File: config.mk
export PLATFORM = sky130hd
export DESIGN_NAME = uart_rxd
export DESIGN_NICKNAME = d
export VERILOG_FILES = /design/src/rtl/uart_pkg.sv /design/src/rtl/sync_2ff.sv /design/src/rtl/uart_rxd.sv
export SDC_FILE = /design/constraint.sdc
export NUM_CORES = 1
export LEC_CHECK = 0
export CAP_MARGIN = 20
export CORE_ASPECT_RATIO = 0.7
export CORE_MARGIN = 1.5
export CORE_UTILIZATION = 50
export CTS_CLUSTER_SIZE = 8
export DETAILED_ROUTE_END_ITERATION = 8
export GPL_TIMING_DRIVEN = 1
export PLACE_DENSITY_LB_ADDON = 0.3
export SYNTH_ARGS = -nofsm -noshare
export SYNTH_HDL_FRONTEND = slang
export SYNTH_HIERARCHICAL = 1
export SYNTH_SLANG_ARGS = --single-unit
File: constraint.sdc
create_clock -name iCLOCK -period 4.7 [get_ports iCLOCK]
set_clock_uncertainty 0.05 [all_clocks]
set_input_delay 1.175 -clock iCLOCK [delete_from_list [all_inputs] [get_ports iCLOCK]]
set_output_delay 1.175 -clock iCLOCK [all_outputs]
set_load 0.05 [all_outputs]
File: src/rtl/uart_pkg.sv
// Shared UART definitions, used by the receiver and the matching transmitter.
//   DATA_BITS            : payload bits per frame (8N1)
//   CLKS_PER_BIT_DEFAULT : default bit period in clocks (50 MHz / 115200)
//   rx_state_e           : receiver FSM state encoding
package uart_pkg;

  localparam int unsigned DATA_BITS            = 8;
  localparam int unsigned CLKS_PER_BIT_DEFAULT = 434;

  typedef enum logic [2:0] {
    StIdle,
    StStart,
    StData,
    StStop,
    StWaitIdle
  } rx_state_e;

endpackage

File: src/rtl/sync_2ff.sv
// Multi-flop bit synchroniser for an asynchronous input.
//   clk_i  : destination clock
//   rst_ni : asynchronous active-low reset, all stages reset to 1
//   d_i    : asynchronous input
//   q_o    : synchronised output, Stages clocks of latency
module sync_2ff #(
  parameter int unsigned Stages = 2
) (
  input  logic clk_i,
  input  logic rst_ni,
  input  logic d_i,
  output logic q_o
);

  logic [Stages-1:0] sync_q;

  always_ff @(posedge clk_i or negedge rst_ni) begin
    if (!rst_ni) begin
      sync_q <= '1;
    end else begin
      sync_q <= {sync_q[Stages-2:0], d_i};
    end
  end

  assign q_o = sync_q[Stages-1];

endmodule

File: src/rtl/uart_rxd.sv
// UART 8N1 receiver with mid-bit sampling and start-bit glitch rejection.
//   iCLOCK    : system clock, rising edge
//   iNRESET   : asynchronous active-low reset
//   iRX       : serial line, idle high, asynchronous
//   oRXDATA   : last correctly framed byte (LSB received first)
//   oRXVALID  : one-cycle strobe, oRXDATA updated
//   oRXBUSY   : high whenever the FSM is not idle
//   oFRAMEERR : one-cycle strobe, stop bit sampled low
module uart_rxd
  import uart_pkg::*;
#(
  parameter int unsigned CLKS_PER_BIT = CLKS_PER_BIT_DEFAULT,
  parameter int unsigned SYNC_STAGES  = 2
) (
  input  logic       iCLOCK,
  input  logic       iNRESET,
  input  logic       iRX,
  output logic [7:0] oRXDATA,
  output logic       oRXVALID,
  output logic       oRXBUSY,
  output logic       oFRAMEERR
);

  localparam int unsigned CntW = $clog2(CLKS_PER_BIT);
  localparam int unsigned BitW = $clog2(DATA_BITS);
  localparam logic [CntW-1:0] HalfTick = CntW'(CLKS_PER_BIT / 2 - 1);
  localparam logic [CntW-1:0] FullTick = CntW'(CLKS_PER_BIT - 1);
  localparam logic [BitW-1:0] LastBit  = BitW'(DATA_BITS - 1);

  logic                 rx_s;
  rx_state_e            state_q, state_d;
  logic [CntW-1:0]      cnt_q, cnt_d;
  logic [BitW-1:0]      bit_idx_q, bit_idx_d;
  logic [DATA_BITS-1:0] shift_q, shift_d;
  logic [DATA_BITS-1:0] data_q, data_d;
  logic                 valid_q, valid_d;
  logic                 ferr_q, ferr_d;
  logic                 half_tick, full_tick;

  sync_2ff #(
    .Stages (SYNC_STAGES)
  ) u_sync (
    .clk_i  (iCLOCK),
    .rst_ni (iNRESET),
    .d_i    (iRX),
    .q_o    (rx_s)
  );

  assign half_tick = (cnt_q == HalfTick);
  assign full_tick = (cnt_q == FullTick);

  // State register
  always_ff @(posedge iCLOCK or negedge iNRESET) begin
    if (!iNRESET) begin
      state_q <= StIdle;
    end else begin
      state_q <= state_d;
    end
  end

  // Next-state logic
  always_comb begin
    state_d = state_q;
    unique case (state_q)
      StIdle:     if (!rx_s) state_d = StStart;
      // Line must still be low at mid start bit, otherwise it was a glitch
      StStart:    if (half_tick) state_d = rx_s ? StIdle : StData;
      StData:     if (full_tick && (bit_idx_q == LastBit)) state_d = StStop;
      // Leaving at mid stop bit leaves half a bit to catch a back-to-back start
      StStop:     if (full_tick) state_d = rx_s ? StIdle : StWaitIdle;
      // Hold off through a break so it cannot start phantom frames
      StWaitIdle: if (rx_s) state_d = StIdle;
      default:    state_d = StIdle;
    endcase
  end

  // Datapath and output next-state logic
  always_comb begin
    cnt_d     = cnt_q + CntW'(1);
    bit_idx_d = bit_idx_q;
    shift_d   = shift_q;
    data_d    = data_q;
    valid_d   = 1'b0;
    ferr_d    = 1'b0;

    // Restart bit timing on each state entry and on every bit boundary in DATA
    if ((state_d != state_q) || full_tick || (state_q == StIdle) ||
        (state_q == StWaitIdle)) begin
      cnt_d = '0;
    end

    unique case (state_q)
      StStart: begin
        if (half_tick && !rx_s) bit_idx_d = '0;
      end
      StData: begin
        if (full_tick) begin
          shift_d   = {rx_s, shift_q[DATA_BITS-1:1]};
          bit_idx_d = bit_idx_q + BitW'(1);
        end
      end
      StStop: begin
        if (full_tick) begin
          if (rx_s) begin
            data_d  = shift_q;
            valid_d = 1'b1;
          end else begin
            ferr_d = 1'b1;
          end
        end
      end
      default: ;
    endcase
  end

  always_ff @(posedge iCLOCK or negedge iNRESET) begin
    if (!iNRESET) begin
      cnt_q     <= '0;
      bit_idx_q <= '0;
      shift_q   <= '0;
      data_q    <= '0;
      valid_q   <= 1'b0;
      ferr_q    <= 1'b0;
    end else begin
      cnt_q     <= cnt_d;
      bit_idx_q <= bit_idx_d;
      shift_q   <= shift_d;
      data_q    <= data_d;
      valid_q   <= valid_d;
      ferr_q    <= ferr_d;
    end
  end

  assign oRXDATA   = data_q;
  assign oRXVALID  = valid_q;
  assign oFRAMEERR = ferr_q;
  assign oRXBUSY   = (state_q != StIdle);

endmodule
==> results.tsv, run 1 <==
metric	value	unit
r2r.worst_path.cells	3	
dr.first_iter.drc_count	30	
cts_sinks	35	
start_util	0.5451	
core-area	2883	um^2
grt_overflow_total	0	
htreeDepth	2	
hold_buffers	0	
cts_setup_buffers	0	
syn_avg_cell_area	12.18	um^2
startpoint	state_q[2]$_DFF_PN0_	
drtPass1Iterations	4	
clockBufferDepth	2	
clk_latency	290	ps
relSlewSlack	0.5793	
finalSetupViolations	0	
hold_start	u_sync/sync_q[0]$_DFF_PN1_	
synth.area.top_cells	dfrtp_1, mux2_2, ha_1	
cts_buffers	5	
r2r-start	state_q[2]$_DFF_PN0_	
outcome	finished, final reports clean	
p_per_area	317.2	nW/um^2
n_antenna_cell	0	
ys_ff_latch	35	
syn_area	1572	um^2
ir_drop	197.0	uV
yosys.area.top_type	dfrtp_1	
num_rows	16	
finalMaxSlewViolations	0	
ys_types	33	
cp-end-kind	output port	
clockRootBuffer	clkbuf_8	
grt_setup_unrepaired	no	
worstPathArrival	1820	ps
fin_ws	1657	ps
die-area	3494	um^2
yosys_warnings	6	
syn_inst	129	
routedWlPerCell	14.55	um
ant_nets	0	
routabilityCongestion	0.7851	
die_w	70.01	um
hp-class	flip-flop to flip-flop	
period_share	0.6475	
areaGrowthSynthToFinish	16.56	%
worst_pin_slew	627.5	ps
critPathLaunchType	flip-flop	
holdPathStages	0	
grt_usage	0.1787	
grt_max_degree	36	
cts_tree	done	
required	3470	ps
fin_setup_tns	0	ps
place_worst_setup_slack	1971	ps
yosysSeqAreaShare	0.5589	
clkTransAtPathRegs	70	ps
path_class	flip-flop to output port	
dp_hpwl	1823	um
synth_top_area_share	0.5255	
drive_gt1_frac	0.2109	
ctsResizeCount	0	
routed_wl	2662	um
fmax	0.3286	GHz
max_cap_viol_count	0	
synth_fp_nets	137	
leakagePower	0.8526	nW
port_buffers	13	
antenna_found_initial	0	
drc	0	
io_pins	14	
die_height	49.91	um
min_period	3043	ps
hold_viol	0	
grt_pass1_vias	1019	
fillCellCount	229	
viasPerCell	5.350	
vias	979	
worstPathMaxFanout	8	
nNetsFinal	154	
grt_pass1_wl	4671	um
## worst max-delay path: stages, from the launching register on
cell and delay (ps):
dfrtp_1 450, or3_1 380, clkdlybuf4s50_1 700
## through the flow
stage | hold slack (ps) | power [mW] | utilization | instances | cell area, um^2
global route | 318.7 | 0.6022 | 0.6354 | 183 | 1832
detailed placement | 301.2 | 0.3179 | 0.5964 | 175 | 1719
CTS | 315.5 | 0.5871 | 0.6354 | 183 | 1832
finish | 312.9 | 0.5810 | 0.6354 | 183 | 1832
floorplan | 295.2 | 0.3095 | - | 129 | 1572
global placement | 295.7 | 0.3178 | 0.5964 | 175 | 1719
## path summary, 6_finish.rpt
path                                               to  slack [ps]
min                        u_sync/sync_q[1]$_DFF_PN1_         310
max in group asynchronous  u_sync/sync_q[1]$_DFF_PN1_        3030
max                                           oRXBUSY        1660
min reg2reg                u_sync/sync_q[1]$_DFF_PN1_         310
min in group asynchronous          cnt_q[8]$_DFF_PN0_        1230
max reg2reg                    shift_q[4]$_DFFE_PN0P_        2470
## cells by family (layout without fill, tap and decap cells)
family,after synthesis,in the layout,synth area share
XOR/XNOR,7,7,0.03901
multiplexers,18,18,0.1266
buffers and inverters,13,31,0.04379
adder cells (fa/ha/maj),5,5,0.03981
flip-flops,35,35,0.5589
AND/OR/NAND/NOR,41,41,0.1449
AO/OA/AOI/OAI,10,10,0.04698
## area by class of cell
| cell class | instances | area [um^2] | area share |
|---|---|---|---|
| flip-flops and latches | 35 | 878.3 | 0.4795 |
| repair buffers | 14 | 137.6 | 0.07514 |
| inverters | 9 | 33.78 | 0.01844 |
| clock buffers | 5 | 68.82 | 0.03757 |
| well taps | 36 | 45.04 | 0.02459 |
| clock inverters | 3 | 43.79 | 0.02391 |
| multi-input cells | 81 | 624.3 | 0.3408 |
## layout by cell type, fill, tap and decap left out, types with 2 or more instances in the layout
master	instances
ha_1	5
inv_1	9
nand2_1	10
nor2_1	15
a21oi_1	2
mux2_2	15
nor3_1	3
clkbuf_8	5
o21ai_0	2
mux2i_1	3
nand3_1	3
dfstp_2	2
clkdlybuf4s50_1	13
xor2_1	2
dfrtp_1	33
xnor2_1	5
## Yosys cell counts (all sizes together)
| master | instances |
|---|---|
| nand4b | 1 |
| nand2 | 10 |
| a211o | 1 |
| nand4 | 1 |
| dfrtp | 33 |
| nand2b | 1 |
| or4b | 1 |
| o32a | 1 |
| dfstp | 2 |
| a2bb2oi | 1 |
| inv | 9 |
| mux2i | 3 |
| a21oi | 2 |
| nor4 | 1 |
| nand4bb | 1 |
| ha | 5 |
| and3 | 1 |
| nor3 | 4 |
| buf | 4 |
| o21ai | 2 |
| xor2 | 2 |
| or3 | 1 |
| a21o | 1 |
| mux2 | 15 |
| a22o | 1 |
| nor2 | 15 |
| nand3 | 3 |
| xnor2 | 5 |
| o31ai | 1 |
| nor3b | 1 |
## metal layers
metal  part of all wire  track usage  vias to the layer above  wire length [um]
met4              0.021      0.09936                        0                56
met1               0.47       0.2249                      487              1251
met3              0.042      0.05521                        7               111
met2               0.47       0.2762                       17              1243
li1                   -            -                      468                 -
met5                  0            0                        -                 0
## power breakdown
| group | switching, mW | internal, mW | leakage (nW) |
|---|---|---|---|
| Sequential | 0.000725 | 0.303 | 0.467 |
| Combinational | 0.00602 | 0.00225 | 0.327 |
| Clock | 0.112 | 0.158 | 0.0581 |
## registers in the layout, indices dropped and copies added, names as in the netlist
signal,count
shift_q,8
state_q,3
cnt_q,9
oRXVALID,1
u_sync/sync_q,2
oRXDATA,8
bit_idx_q,3
oFRAMEERR,1
(Power assumes the default switching activity.)
==> run 2, diff against run 1 <==
Clock period 4.7 ns to 2.5 ns, I/O delays scaled along.
==> run 2 against run 1 <==
  * Sequential share of layout area decreased by 0.29 points
  * Via count increased by 3.3%
  * Sequential power increased by 88%
  * Combinational power increased by 92%
  * Core utilization increased by 0.39 points
==> results.tsv, run 2 (same netlist as run 1, synthesis figures left out) <==
metric	value	unit	change
r2r-start	cnt_q[1]$_DFF_PN0_		was state_q[2]$_DFF_PN0_
worst_pin_slew	552.2	ps	was 627.5 ps
clockRootBuffer	clkbuf_8		unchanged
startpoint	state_q[2]$_DFF_PN0_		unchanged
path_cells	or3_1 -> dlygate4sd2_1		was or3_1 -> clkdlybuf4s50_1
routedWlPerCell	14.85	um	was 14.55 um
die_w	70.01	um	unchanged
num_rows	16		unchanged
finalSetupViolations	0		unchanged
place_worst_setup_slack	298.5	ps	was 1971 ps
worstPathArrival	1550	ps	was 1820 ps
grt_pass1_wl	4636	um	was 4671 um
clkTransAtPathRegs	70	ps	about the same
max_cap_viol_count	0		unchanged
fin_ws	271.0	ps	was 1657 ps
finalMaxSlewViolations	0		unchanged
dp_hpwl	1854	um	was 1823 um
min_period	2229	ps	
critical-path-max-stage-delay	460	ps	was 700 ps
cts_sinks	35		unchanged
crit_family	flip-flops		was buffers and inverters
io_pins	14		unchanged
finalCoreUtilization	0.6393		was 0.6354
nNetsFinal	155		was 154
htreeDepth	2		unchanged
cp-end-kind	output port		unchanged
finalPower	1.106	mW	was 0.5810 mW
hold_viol	0		unchanged
antenna_found_initial	0		unchanged
path_buf_inv	1		unchanged
drc	0		unchanged
fin_setup_tns	0	ps	unchanged
path_class	flip-flop to output port		unchanged
worstPathMaxFanout	8		unchanged
clockBufferDepth	2		unchanged
die_height	49.91	um	unchanged
dr.first_iter.drc_count	74		was 30
clk_latency	290	ps	about the same
areaGrowthSynthToFinish	17.28	%	was 16.56%
cp_slowest_cell	dfrtp_1		was clkdlybuf4s50_1
die-area	3494	um^2	unchanged
required	1820	ps	was 3470 ps
port_buffers	13		unchanged
n_antenna_cell	0		unchanged
grt_max_degree	36		unchanged
ir_drop	320.6	uV	was 197.0 uV
critPathLaunchType	flip-flop		unchanged
vias	1011		was 979
cts_tree	done		unchanged
largest_reg_flops	9		unchanged
grt_pass1_vias	1050		was 1,019
drive_gt1_frac	0.2162		was 0.2109
dpl_cell_area	1727	um^2	was 1719 um^2
routed_wl	2732	um	was 2662 um
fmax	0.4486	GHz	
viasPerCell	5.495		was 5.350
outcome	finished, final reports clean		unchanged
leakagePower	0.8576	nW	was 0.8526 nW
crit_cells	2		unchanged
start_util	0.5451		unchanged
grt_setup_unrepaired	no		unchanged
core-area	2883	um^2	unchanged
ant_nets	0		unchanged
p_per_area	600.0	nW/um^2	was 317.2 nW/um^2
holdPathStages	0		unchanged
grt_overflow_total	0		unchanged
fin_cells	184		was 183
final_cell_area	1843	um^2	was 1832 um^2
relSlewSlack	0.6311		was 0.5793
cts_buffers	5		unchanged
hp-class	flip-flop to flip-flop		unchanged
hold_start	u_sync/sync_q[0]$_DFF_PN1_		unchanged
final_cell_mix	dfrtp_1, nor2_1, mux2_2		unchanged
dp_cells	176		was 175
drtPass1Iterations	4		unchanged
routabilityCongestion	0.7857		was 0.7851
largest-register	cnt_q		unchanged
holdWs	307.7	ps	was 312.9 ps
period_share	0.8916		
grt_usage	0.1784		was 0.1787
r2r.worst_path.cells	6		was 3
final_common_cell	dfrtp_1		unchanged
==> run 2: cell count changes in the layout (fill, tap and decap cells not counted) <==
cell and change:
buf_4 +1, clkbuf_8 +1, clkdlybuf4s50_1 -1, clkinv_4 -1
dlygate4sd2_1 +1
==> run 2: path summary, 6_finish.rpt <==
| kind | to | slack [ps] |
|---|---|---|
| setup / recovery | oRXBUSY | 270 |
| hold / removal | u_sync/sync_q[1]$_DFF_PN1_ | 310 |
| setup reg to reg | oRXDATA[0]$_DFFE_PN0P_ | 290 |
| hold reg to reg | u_sync/sync_q[1]$_DFF_PN1_ | 310 |
| max in group asynchronous | u_sync/sync_q[1]$_DFF_PN1_ | 1380 |
| min in group asynchronous | shift_q[2]$_DFFE_PN0P_ | 690 |
==> run 2: area by class of cell <==
cell class,count,area [um^2]
fill,224,1040
sequential,35,878.3
multi-input combinational,81,624.3
timing repair buffer,15,143.9
clock buffer,6,82.58
tap,36,45.04
clock inverter,2,35.03
inverter,9,33.78
==> run 2: worst register-to-register path, stage by stage (launching register included) <==
cell      delay [ps]
dfrtp_1          390
inv_1             80
ha_1             150
nand4b_1         190
nor4_4           340
and3_1           500
mux2_2           390
==> run 2: layer usage <==
metal	vias up	GRT usage	routed length, um
met3	8	0.04908	124
li1	474	-	-
met5	-	0	0
met4	0	0.1218	82
met2	24	0.2873	1286
met1	505	0.2095	1237
==> run 2: what timing repair did <==
| action | in CTS | in global routing |
|---|---|---|
| setup buffers | 0 | 0 |
| hold buffers | 0 | 0 |
| resized for setup | 1 | 0 |
| setup endpoints to repair | 1 | 0 |
==> run 2: report_power, final <==
part,switching [mW],total [mW],leakage [nW],internal [mW]
Clock,0.197,0.519,0.0612,0.322
Combinational,0.0117,0.0159,0.329,0.00423
Sequential,0.00130,0.570,0.467,0.569
Total,0.210,1.11,0.858,0.896
